$ cat src/rtl/simplerisc_pkg.sv
// SimpleRisc shared definitions: widths, op-class one-hot indices
// and the memory-access stage state type.
package simplerisc_pkg;

    localparam int MA_DATA_W = 32;
    localparam int MA_REG_W  = 4;

    // Op-class one-hot layout shared with the execute stage
    localparam int OP_W   = 16;
    localparam int OP_CMP = 5;
    localparam int OP_LD  = 13;
    localparam int OP_ST  = 14;

    typedef enum logic [1:0] {
        IDLE,
        REQ,
        WAIT,
        HOLD
    } ma_state_t;

    // Build the execute-side one-hot; LD wins when both LD and ST are set
    function automatic logic [OP_W-1:0] op_onehot(
        input logic is_ld,
        input logic is_st,
        input logic is_cmp
    );
        logic [OP_W-1:0] oh;
        oh         = '0;
        oh[OP_LD]  = is_ld;
        oh[OP_ST]  = is_st && !is_ld;
        oh[OP_CMP] = is_cmp;
        return oh;
    endfunction

endpackage

$ cat src/rtl/ma_stage_if.sv
// Memory-access stage bundle: execute handshake, data-memory port,
// write-back handshake and flags. slave = stage, master = environment.
interface ma_stage_if
    import simplerisc_pkg::*;
#(
    parameter int DATA_W = MA_DATA_W,
    parameter int REG_W  = MA_REG_W
);

    logic              ex_valid;
    logic              ex_ready;
    logic [DATA_W-1:0] ex_alu_result;
    logic [DATA_W-1:0] ex_store_data;
    logic              ex_is_ld;
    logic              ex_is_st;
    logic              ex_is_cmp;
    logic              ex_wb_en;
    logic [REG_W-1:0]  ex_rd;
    logic              ex_gt;
    logic              ex_eq;

    logic              dmem_req;
    logic              dmem_we;
    logic [DATA_W-1:0] dmem_addr;
    logic [DATA_W-1:0] dmem_wdata;
    logic              dmem_gnt;
    logic              dmem_rvalid;
    logic [DATA_W-1:0] dmem_rdata;

    logic              rw_valid;
    logic              rw_ready;
    logic [DATA_W-1:0] rw_result;
    logic [REG_W-1:0]  rw_rd;
    logic              rw_wb_en;

    logic              flag_gt;
    logic              flag_eq;

    modport slave (
        input  ex_valid, ex_alu_result, ex_store_data,
        input  ex_is_ld, ex_is_st, ex_is_cmp,
        input  ex_wb_en, ex_rd, ex_gt, ex_eq,
        output ex_ready,
        output dmem_req, dmem_we, dmem_addr, dmem_wdata,
        input  dmem_gnt, dmem_rvalid, dmem_rdata,
        output rw_valid, rw_result, rw_rd, rw_wb_en,
        input  rw_ready,
        output flag_gt, flag_eq
    );

    modport master (
        output ex_valid, ex_alu_result, ex_store_data,
        output ex_is_ld, ex_is_st, ex_is_cmp,
        output ex_wb_en, ex_rd, ex_gt, ex_eq,
        input  ex_ready,
        input  dmem_req, dmem_we, dmem_addr, dmem_wdata,
        output dmem_gnt, dmem_rvalid, dmem_rdata,
        input  rw_valid, rw_result, rw_rd, rw_wb_en,
        output rw_ready,
        input  flag_gt, flag_eq
    );

endinterface

$ cat src/rtl/flag_reg.sv
// Architectural gt/eq flag register with load enable.
// Ports: clk, rst_n (sync, active low), load, gt_in/eq_in, gt/eq.
module flag_reg (
    input  logic clk,
    input  logic rst_n,
    input  logic load,
    input  logic gt_in,
    input  logic eq_in,
    output logic gt,
    output logic eq
);

    always_ff @(posedge clk) begin
        if (!rst_n) begin
            gt <= 1'b0;
            eq <= 1'b0;
        end else if (load) begin
            gt <= gt_in;
            eq <= eq_in;
        end
    end

endmodule

$ cat src/rtl/ma_stage.sv
// SimpleRisc memory-access stage: LD/ST on the data port, one buffered
// result to write-back, CMP flags. Ports: clk, rst_n, bus (ma_stage_if.slave).
module ma_stage
    import simplerisc_pkg::*;
#(
    parameter int DATA_W = MA_DATA_W,
    parameter int REG_W  = MA_REG_W
) (
    input  logic        clk,
    input  logic        rst_n,
    ma_stage_if.slave   bus
);

    ma_state_t state;
    ma_state_t state_nx;

    logic xfer;
    logic is_mem;

    logic              ld_q;
    logic              st_q;
    logic              wb_q;
    logic              rw_wb_en_q;
    logic [DATA_W-1:0] addr_q;
    logic [DATA_W-1:0] wdata_q;
    logic [DATA_W-1:0] result_q;
    logic [REG_W-1:0]  rd_q;

    // No path from ex_valid into ex_ready
    assign bus.ex_ready = (state == IDLE) ||
                          (state == HOLD && bus.rw_ready);
    assign xfer   = bus.ex_valid && bus.ex_ready;
    assign is_mem = bus.ex_is_ld || bus.ex_is_st;

    always_comb begin
        state_nx = state;
        unique case (state)
            IDLE: begin
                if (xfer) state_nx = is_mem ? REQ : HOLD;
            end
            REQ: begin
                // rvalid in the gnt cycle is deliberately not looked at
                if (bus.dmem_gnt) state_nx = ld_q ? WAIT : HOLD;
            end
            WAIT: begin
                if (bus.dmem_rvalid) state_nx = HOLD;
            end
            HOLD: begin
                if (xfer)             state_nx = is_mem ? REQ : HOLD;
                else if (bus.rw_ready) state_nx = IDLE;
            end
        endcase
    end

    always_ff @(posedge clk) begin
        if (!rst_n) begin
            state      <= IDLE;
            ld_q       <= 1'b0;
            st_q       <= 1'b0;
            wb_q       <= 1'b0;
            rw_wb_en_q <= 1'b0;
            addr_q     <= '0;
            wdata_q    <= '0;
            result_q   <= '0;
            rd_q       <= '0;
        end else begin
            state <= state_nx;
            if (xfer) begin
                addr_q     <= bus.ex_alu_result;
                wdata_q    <= bus.ex_store_data;
                // LD+ST together is illegal; it behaves as a load
                ld_q       <= bus.ex_is_ld;
                st_q       <= bus.ex_is_st && !bus.ex_is_ld;
                wb_q       <= bus.ex_wb_en;
                rd_q       <= bus.ex_rd;
                result_q   <= bus.ex_alu_result;
                // Memory ops only expose wb_en once load data lands
                rw_wb_en_q <= is_mem ? 1'b0 : bus.ex_wb_en;
            end else if (state == WAIT && bus.dmem_rvalid) begin
                result_q   <= bus.dmem_rdata;
                rw_wb_en_q <= wb_q;
            end
        end
    end

    assign bus.dmem_req   = (state == REQ);
    assign bus.dmem_we    = st_q;
    assign bus.dmem_addr  = addr_q;
    assign bus.dmem_wdata = wdata_q;

    assign bus.rw_valid  = (state == HOLD);
    assign bus.rw_result = result_q;
    assign bus.rw_rd     = rd_q;
    assign bus.rw_wb_en  = rw_wb_en_q;

    flag_reg u_flags (
        .clk   (clk),
        .rst_n (rst_n),
        .load  (xfer && bus.ex_is_cmp),
        .gt_in (bus.ex_gt),
        .eq_in (bus.ex_eq),
        .gt    (bus.flag_gt),
        .eq    (bus.flag_eq)
    );

endmodule

$ cat src/flat_wrapper.sv
// flat-port wrapper written by rule: the top's interface ports become plain ports
module ma_stage_flat import simplerisc_pkg::*;
#(
    parameter int DATA_W = MA_DATA_W,
    parameter int REG_W  = MA_REG_W
)
  (clk, rst_n, bus_ex_valid, bus_ex_alu_result, bus_ex_store_data, bus_ex_is_ld, bus_ex_is_st, bus_ex_is_cmp, bus_ex_wb_en, bus_ex_rd, bus_ex_gt, bus_ex_eq, bus_ex_ready, bus_dmem_req, bus_dmem_we, bus_dmem_addr, bus_dmem_wdata, bus_dmem_gnt, bus_dmem_rvalid, bus_dmem_rdata, bus_rw_valid, bus_rw_result, bus_rw_rd, bus_rw_wb_en, bus_rw_ready, bus_flag_gt, bus_flag_eq);
  ma_stage_if #(.DATA_W(DATA_W), .REG_W(REG_W)) bus_i ();
  input  logic clk;
  input  logic rst_n;
  input wire logic [$bits(bus_i.ex_valid)-1:0] bus_ex_valid;
  input wire logic [$bits(bus_i.ex_alu_result)-1:0] bus_ex_alu_result;
  input wire logic [$bits(bus_i.ex_store_data)-1:0] bus_ex_store_data;
  input wire logic [$bits(bus_i.ex_is_ld)-1:0] bus_ex_is_ld;
  input wire logic [$bits(bus_i.ex_is_st)-1:0] bus_ex_is_st;
  input wire logic [$bits(bus_i.ex_is_cmp)-1:0] bus_ex_is_cmp;
  input wire logic [$bits(bus_i.ex_wb_en)-1:0] bus_ex_wb_en;
  input wire logic [$bits(bus_i.ex_rd)-1:0] bus_ex_rd;
  input wire logic [$bits(bus_i.ex_gt)-1:0] bus_ex_gt;
  input wire logic [$bits(bus_i.ex_eq)-1:0] bus_ex_eq;
  output wire logic [$bits(bus_i.ex_ready)-1:0] bus_ex_ready;
  output wire logic [$bits(bus_i.dmem_req)-1:0] bus_dmem_req;
  output wire logic [$bits(bus_i.dmem_we)-1:0] bus_dmem_we;
  output wire logic [$bits(bus_i.dmem_addr)-1:0] bus_dmem_addr;
  output wire logic [$bits(bus_i.dmem_wdata)-1:0] bus_dmem_wdata;
  input wire logic [$bits(bus_i.dmem_gnt)-1:0] bus_dmem_gnt;
  input wire logic [$bits(bus_i.dmem_rvalid)-1:0] bus_dmem_rvalid;
  input wire logic [$bits(bus_i.dmem_rdata)-1:0] bus_dmem_rdata;
  output wire logic [$bits(bus_i.rw_valid)-1:0] bus_rw_valid;
  output wire logic [$bits(bus_i.rw_result)-1:0] bus_rw_result;
  output wire logic [$bits(bus_i.rw_rd)-1:0] bus_rw_rd;
  output wire logic [$bits(bus_i.rw_wb_en)-1:0] bus_rw_wb_en;
  input wire logic [$bits(bus_i.rw_ready)-1:0] bus_rw_ready;
  output wire logic [$bits(bus_i.flag_gt)-1:0] bus_flag_gt;
  output wire logic [$bits(bus_i.flag_eq)-1:0] bus_flag_eq;
  assign bus_i.ex_valid = bus_ex_valid;
  assign bus_i.ex_alu_result = bus_ex_alu_result;
  assign bus_i.ex_store_data = bus_ex_store_data;
  assign bus_i.ex_is_ld = bus_ex_is_ld;
  assign bus_i.ex_is_st = bus_ex_is_st;
  assign bus_i.ex_is_cmp = bus_ex_is_cmp;
  assign bus_i.ex_wb_en = bus_ex_wb_en;
  assign bus_i.ex_rd = bus_ex_rd;
  assign bus_i.ex_gt = bus_ex_gt;
  assign bus_i.ex_eq = bus_ex_eq;
  assign bus_ex_ready = bus_i.ex_ready;
  assign bus_dmem_req = bus_i.dmem_req;
  assign bus_dmem_we = bus_i.dmem_we;
  assign bus_dmem_addr = bus_i.dmem_addr;
  assign bus_dmem_wdata = bus_i.dmem_wdata;
  assign bus_i.dmem_gnt = bus_dmem_gnt;
  assign bus_i.dmem_rvalid = bus_dmem_rvalid;
  assign bus_i.dmem_rdata = bus_dmem_rdata;
  assign bus_rw_valid = bus_i.rw_valid;
  assign bus_rw_result = bus_i.rw_result;
  assign bus_rw_rd = bus_i.rw_rd;
  assign bus_rw_wb_en = bus_i.rw_wb_en;
  assign bus_i.rw_ready = bus_rw_ready;
  assign bus_flag_gt = bus_i.flag_gt;
  assign bus_flag_eq = bus_i.flag_eq;
  ma_stage #(.DATA_W(DATA_W), .REG_W(REG_W)) u_core (.clk(clk), .rst_n(rst_n), .bus(bus_i));
endmodule
$ cat config.mk
export PLATFORM = sky130hd
export DESIGN_NAME = ma_stage_flat
export DESIGN_NICKNAME = d
export VERILOG_FILES = /design/src/rtl/simplerisc_pkg.sv /design/src/rtl/ma_stage_if.sv /design/src/rtl/flag_reg.sv /design/src/rtl/ma_stage.sv /design/src/flat_wrapper.sv
export SDC_FILE = /design/constraint.sdc
export NUM_CORES = 1
export LEC_CHECK = 0
export CAP_MARGIN = 20
export CORE_MARGIN = 2
export CORE_UTILIZATION = 36
export DETAILED_ROUTE_END_ITERATION = 7
export PLACE_DENSITY = 0.76
export SLEW_MARGIN = 20
export SYNTH_ARGS = -nofsm -noshare
export SYNTH_HDL_FRONTEND = slang
export SYNTH_SLANG_ARGS = --single-unit
$ cat constraint.sdc
create_clock -name clk -period 1.4 [get_ports clk]
set_input_delay 0.14 -clock clk [delete_from_list [all_inputs] [get_ports clk]]
set_output_delay 0.14 -clock clk [all_outputs]
set_load 0.01 [all_outputs]
* After elaboration in Yosys (flattened, before gate mapping)
Index checks and enable logic that the tools add are counted.
** Word-level totals
- Register bits :: 108
- Input bits :: 112
- Output and inout bits :: 107
- Word-level logic and storage cells :: 42
** Cells by class
- Equal/unequal tests :: 7
- Multiplexer cells :: 13
- Reductions and logical operators :: 11
** Operators by type and width (number)
- 32-bit two-way mux :: 2
- 2-bit two-way mux :: 6
- 2-bit case mux with 4 select lines :: 1
- 1-bit logical AND :: 5
- 2-bit equality test, second input constant :: 2
- 1-bit two-way mux :: 4
- 2-bit by 1-bit inequality test with 1-bit output, second input constant :: 2
- 4-bit AND reduction :: 1
- 3-bit by 1-bit inequality test with 1-bit output, second input constant :: 1
- 2-bit by 1-bit equality test with 1-bit output, second input constant :: 1
- 2-bit zero test :: 1
- 1-bit logical OR :: 2
- 2-bit inequality test, second input constant :: 1
- 2-bit nonzero test :: 1
- 1-bit zero test :: 1

* Depth between registers and ports, before layout
- Depth in word-level cells :: 6
- Depth in mapped cells :: 6
- Gate-level depth less buffers :: 4

* Modules after synthesis
From an unflattened synthesis, not the netlist that was laid out.
** Second synthesis, totals
- Cells, all modules :: 484
- Area total of the unflattened synthesis :: 4354.2 um^2
** By module, submodules not included
- ma_stage :: times used 1, cells an instance 478, area an instance 4281.6 um^2, sequential area each 2122.0 um^2
- flag_reg :: times used 1, cells an instance 6, area an instance 72.6 um^2, sequential area each 40.0 um^2

* Least setup slack after synthesis
OpenSTA, ideal clock, no wires.
- Path kind :: flip-flop to flip-flop
- From :: reg u_core.state[1]
- To :: reg u_core.addr_q[12], in the netlist u_core.bus.dmem_addr[12]
- Setup time :: 0.122 ns
- Arrival time :: 1.245 ns
- Data required time :: 1.278 ns
- Setup slack :: 0.033 ns
- Cell stages (with the launch flop) :: 7
- Buffers on the path :: 2
- Clock period less this slack :: 1.367 ns
- Cells stage by stage :: dfxtp_1 -> or2_4 -> a21bo_2 -> buf_4 -> buf_2 -> nand2_1 -> a21boi_0
** On the way
- Word-level cells in the longest chain between the ends :: 4
- Elaborated cells on any way between the ends :: 5
- Classes of those cells :: eq/ne (1); reduce/logical (4)
** Ends and longest elaborated chain
- start, declared :: RTL line ma_stage.sv:14 : ma_state_t state;
- start signal, assigned :: RTL line ma_stage.sv:67 : state <= state_nx;
- 2-bit equality test :: RTL line ma_stage.sv:31 : (state == HOLD && bus.rw_ready);
- 1-bit logical AND :: RTL line ma_stage.sv:31
- 1-bit logical OR * :: RTL line ma_stage.sv:30 : assign bus.ex_ready = (state == IDLE) ||
- 1-bit logical AND * :: RTL line ma_stage.sv:32 : assign xfer = bus.ex_valid && bus.ex_ready;
- end signal, assigned :: RTL line ma_stage.sv:69 : addr_q <= bus.ex_alu_result;
- end, declared :: RTL line ma_stage.sv:24 : logic [DATA_W-1:0] addr_q;
Every way passes the cells marked *; elsewhere a longest branch is shown, timed or not.
A chain may end at the register's enable or synchronous reset.

* Worst setup path in the final report
- From :: reg u_core.state[1]
- To :: reg u_core.u_flags.eq
** On the way
- Word-level cells in the longest chain between the ends :: 5
- Elaborated cells on any way between the ends :: 6
- Classes of those cells :: eq/ne (1); reduce/logical (5)
** Ends and longest elaborated chain
- 2-bit equality test :: RTL line ma_stage.sv:31
- 1-bit logical AND :: RTL line ma_stage.sv:31
- 1-bit logical OR * :: RTL line ma_stage.sv:30
- 1-bit logical AND * :: RTL line ma_stage.sv:32
- 1-bit logical AND * :: RTL line ma_stage.sv:99 : .load (xfer && bus.ex_is_cmp),
- end signal, assigned :: RTL line flag_reg.sv:19 : eq <= eq_in;
- end, declared :: RTL line flag_reg.sv:10 : output logic eq
Marked as above.

==> reports/metrics.csv <==
stage,metric,value,unit
run_status,failing checks,setup timing,
grt,global route hottest layer,met2,
drt,DR iter-0 viols,229,
yosys,"flops & latches, synth",108,
yosys,synth warn,0,
grt,GRT Total Usage,19.6,%
placement,Placed Instance Area,6850,um^2
yosys,mapped cell area,4410,um^2
finish,antenna cells,0,
setup_path,critical path type,flip-flop to flip-flop,
finish,post-layout util,71.2,%
grt,global-route wire length before repair,20300,um
timing,worst hold margin,0.275,ns
setup_path,maximum fanout along the worst path,5,
cts,clock slew at reported path FFs,0.07,ns
cts,Root Buffer,clkbuf_16,
yosys,number of distinct library cells after synthesis,32,
grt,Overflow after GRT,0,
timing,Final TNS setup,-6.90,ns
grt,antenna violations before repair,0,
grt,largest net degree at the start of global routing,48,
run_status,status,finished with violations,
timing,RSZ-0062 raised after global routing,true,
drt,detailed-route DRC error count,0,
setup_path,CP arrival,1.74,ns
yosys,"Net Count, Synth",608,
drt,ANT nets after route,0,
timing,max_slew headroom,70.1,%
die,Die H,115,um
drt,Pre-antenna DRT Iters,4,
power,leakage power of the design,0.00460,uW
setup_path,CP Launch Type,flip-flop,
yosys,largest cells by area after synthesis,"dfxtp_1 (49%), nand2_1 (15%), a21boi_1 (11%)",
drt,Vias/cell,5.09,
grt,global routing usage on met3,6.56,%
die,Die Area,13100,um^2
die,width of the chip,115,um
timing,Final Max Tran Viols,0,
setup_path,CP Capture Type,flip-flop,
cts,clk_lat worst skew,0.35,ns
yosys,"area leader, netlist",dfxtp_1,
die,I/O pin total,219,
yosys,share of the yosys chip area belonging to registers,49.1,%
setup_path,worst path required time,1.64,ns
finish,Fillers,870,
die,Core Region,12000,um^2
timing,min setup slack post-route,-0.106,ns
cts,CTS Buffer Depth,2,
grt,GR Util met2,33.3,%
die,Rows,40,
drt,via count,4539,
power,Overall Power,10500,uW
min_path,min-delay worst type,primary input to flip-flop,
cts,CTS buffer count,9,
die,Initial Utilization,36.8,%
job,Max-Cap Viols,0,
grt,global routing met1 resource utilization,22.6,%
timing,clock skew,0.00409,ns
placement,Post-DP HPWL,9540,um
finish,Area Overhead vs Synth,93.2,%
timing,f_max,664,MHz
timing,period utilization,108,%
timing,Fin. Hold Viols,0,
cts,CTS Hold Buffers Added,0,
yosys,syn_area_per_cell,8.88,um^2
finish,final net count,851,
finish,Final Cell Area,8510,um^2
timing,# setup viols final,107,
finish,share of cells above drive strength 1,34.4,%
drt,overall routed net length,16600,um
placement,GP Congestion,0.869,
placement,number of port buffers,218,
grt,vias in the first global route,4161,
drt,drt wl/cell,18.6,um
timing,worst-margin pin slew,0.449,ns
power,power per cell area,1230,nW/um^2
yosys,Mapped Cells,496,
cts,CTS sink count,108,
cts,htree depth,3,
cts,CTS tree,done,
timing,fin crit period,1.51,ns
yosys,post-synth top area share,49.1,%
power,peak supply drop,636,uV
## metrics by stage
stage          setup WS, ns  instances
2_1_floorplan        0.0329        496
3_3_place_gp         -0.267        847
3_5_place_dp         -0.362        847
4_1_cts             -0.0797        866
5_1_grt              -0.174        891
6_report             -0.106        891
## cell usage after synthesis
library cell / count
a2111oi_0: 1
a211oi_1: 1
a21bo_2: 1
a21boi_0: 39
a21boi_1: 63
a21boi_2: 1
a21oi_1: 5
a311oi_1: 1
a31oi_1: 2
a32o_1: 1
a32oi_1: 1
a41o_1: 2
and2_1: 2
and3_1: 1
buf_2: 14
buf_4: 5
buf_6: 2
clkbuf_1: 15
dfxtp_1: 108
inv_1: 2
mux2_2: 32
nand2_1: 177
nand2b_1: 2
nand3_1: 3
nand3b_1: 1
nand3b_2: 1
nand4_1: 1
nor2_1: 3
nor2b_1: 3
nor3b_1: 1
o21ai_0: 4
or2_4: 1
## kinds of logic (layout without fill, tap and decap cells)
family | count (synthesis) | after routing | synth area share [%]
AOI/OAI and AO/OA | 122 | 124 | 20.6
muxes | 32 | 32 | 8.18
and+or+nand+nor | 196 | 196 | 17.7
DFF | 108 | 108 | 49.1
buffers and inverters | 38 | 284 | 4.40
## critical path, cell delays in order (launching register included)
cell	delay [ns]
dfxtp_4	0.37
or2_4	0.28
a21boi_4	0.22
buf_6	0.17
buf_6	0.10
a21oi_2	0.05
a41o_1	0.20
## sequential cells by signal, indices dropped and copies added (netlist names)
signal,count
u_core.bus.rw_result,32
u_core.bus.rw_rd,4
u_core.state,2
u_core.bus.dmem_wdata,32
u_core.bus.dmem_we,1
u_core.wb_q,1
u_core.ld_q,1
u_core.bus.rw_wb_en,1
u_core.bus.dmem_addr,32
u_core.u_flags.eq,1
u_core.u_flags.gt,1
## area by class of cell
class	count	area (um^2)	share of cell area (%)
flip-flops and latches	108	2170	25.5
well taps	147	184	2.16
inverters	2	7.51	0.0882
clock inverters	4	25.0	0.294
clock buffers	12	246	2.90
multi-input cells	352	2800	32.9
repair buffers	266	3080	36.1
## worst paths after layout
kind | to | slack (ns) | depth (start not counted) | start
max | u_core.u_flags.eq | -0.11 | 6 | u_core.state[1]
min reg2reg | u_core.bus.dmem_addr[23] | 0.45 | 2 | u_core.bus.dmem_addr[23]
min | u_core.state[0] | 0.27 | 3 | rst_n
max reg2reg | u_core.u_flags.eq | -0.11 | 6 | u_core.state[1]
## report_power, final
group	total, uW	switching, uW	leakage, uW	internal, uW
Combinational	4330	2010	0.00359	2330
Sequential	3770	290	0.000886	3480
Clock	2370	1120	0.000129	1250
## per-layer routing
metal  part of all wire (%)  vias to the layer above  wire, um
met5                      0                        -         0
met4                    2.6                        0       437
met3                    7.0                       34      1170
met2                     51                      198      8470
met1                     39                     2155      6490
li1                       -                     2152         -
## placed cells by master, fill, tap and decap left out, drive strengths merged
master           n
nor3b            1
dlymetal6s2s    74
buf             40
a21bo            3
inv              2
a21oi            5
a41o             2
mux2            32
and3             1
clkinvlp         2
a31oi            2
a2111oi          1
nor2b            3
o21ai            4
a32oi            1
nand3            3
clkbuf          24
a21boi         103
dfxtp          108
clkdlybuf4s50  128
a211oi           1
nand2b           2
nand2          177
dlygate4sd2     12
nor2             3
clkinv           2
nand3b           2
or2              1
a311oi           1
a32o             1
and2             2
nand4            1
## what timing repair did
item | in CTS | in global routing
cloned | 1 | 20
setup buffers | 2 | 5
pin swaps | 2 | 101
gates resized for setup | 38 | 320
setup endpoints to repair | 122 | 168
Note: power is estimated with default switching activity, not from simulation.
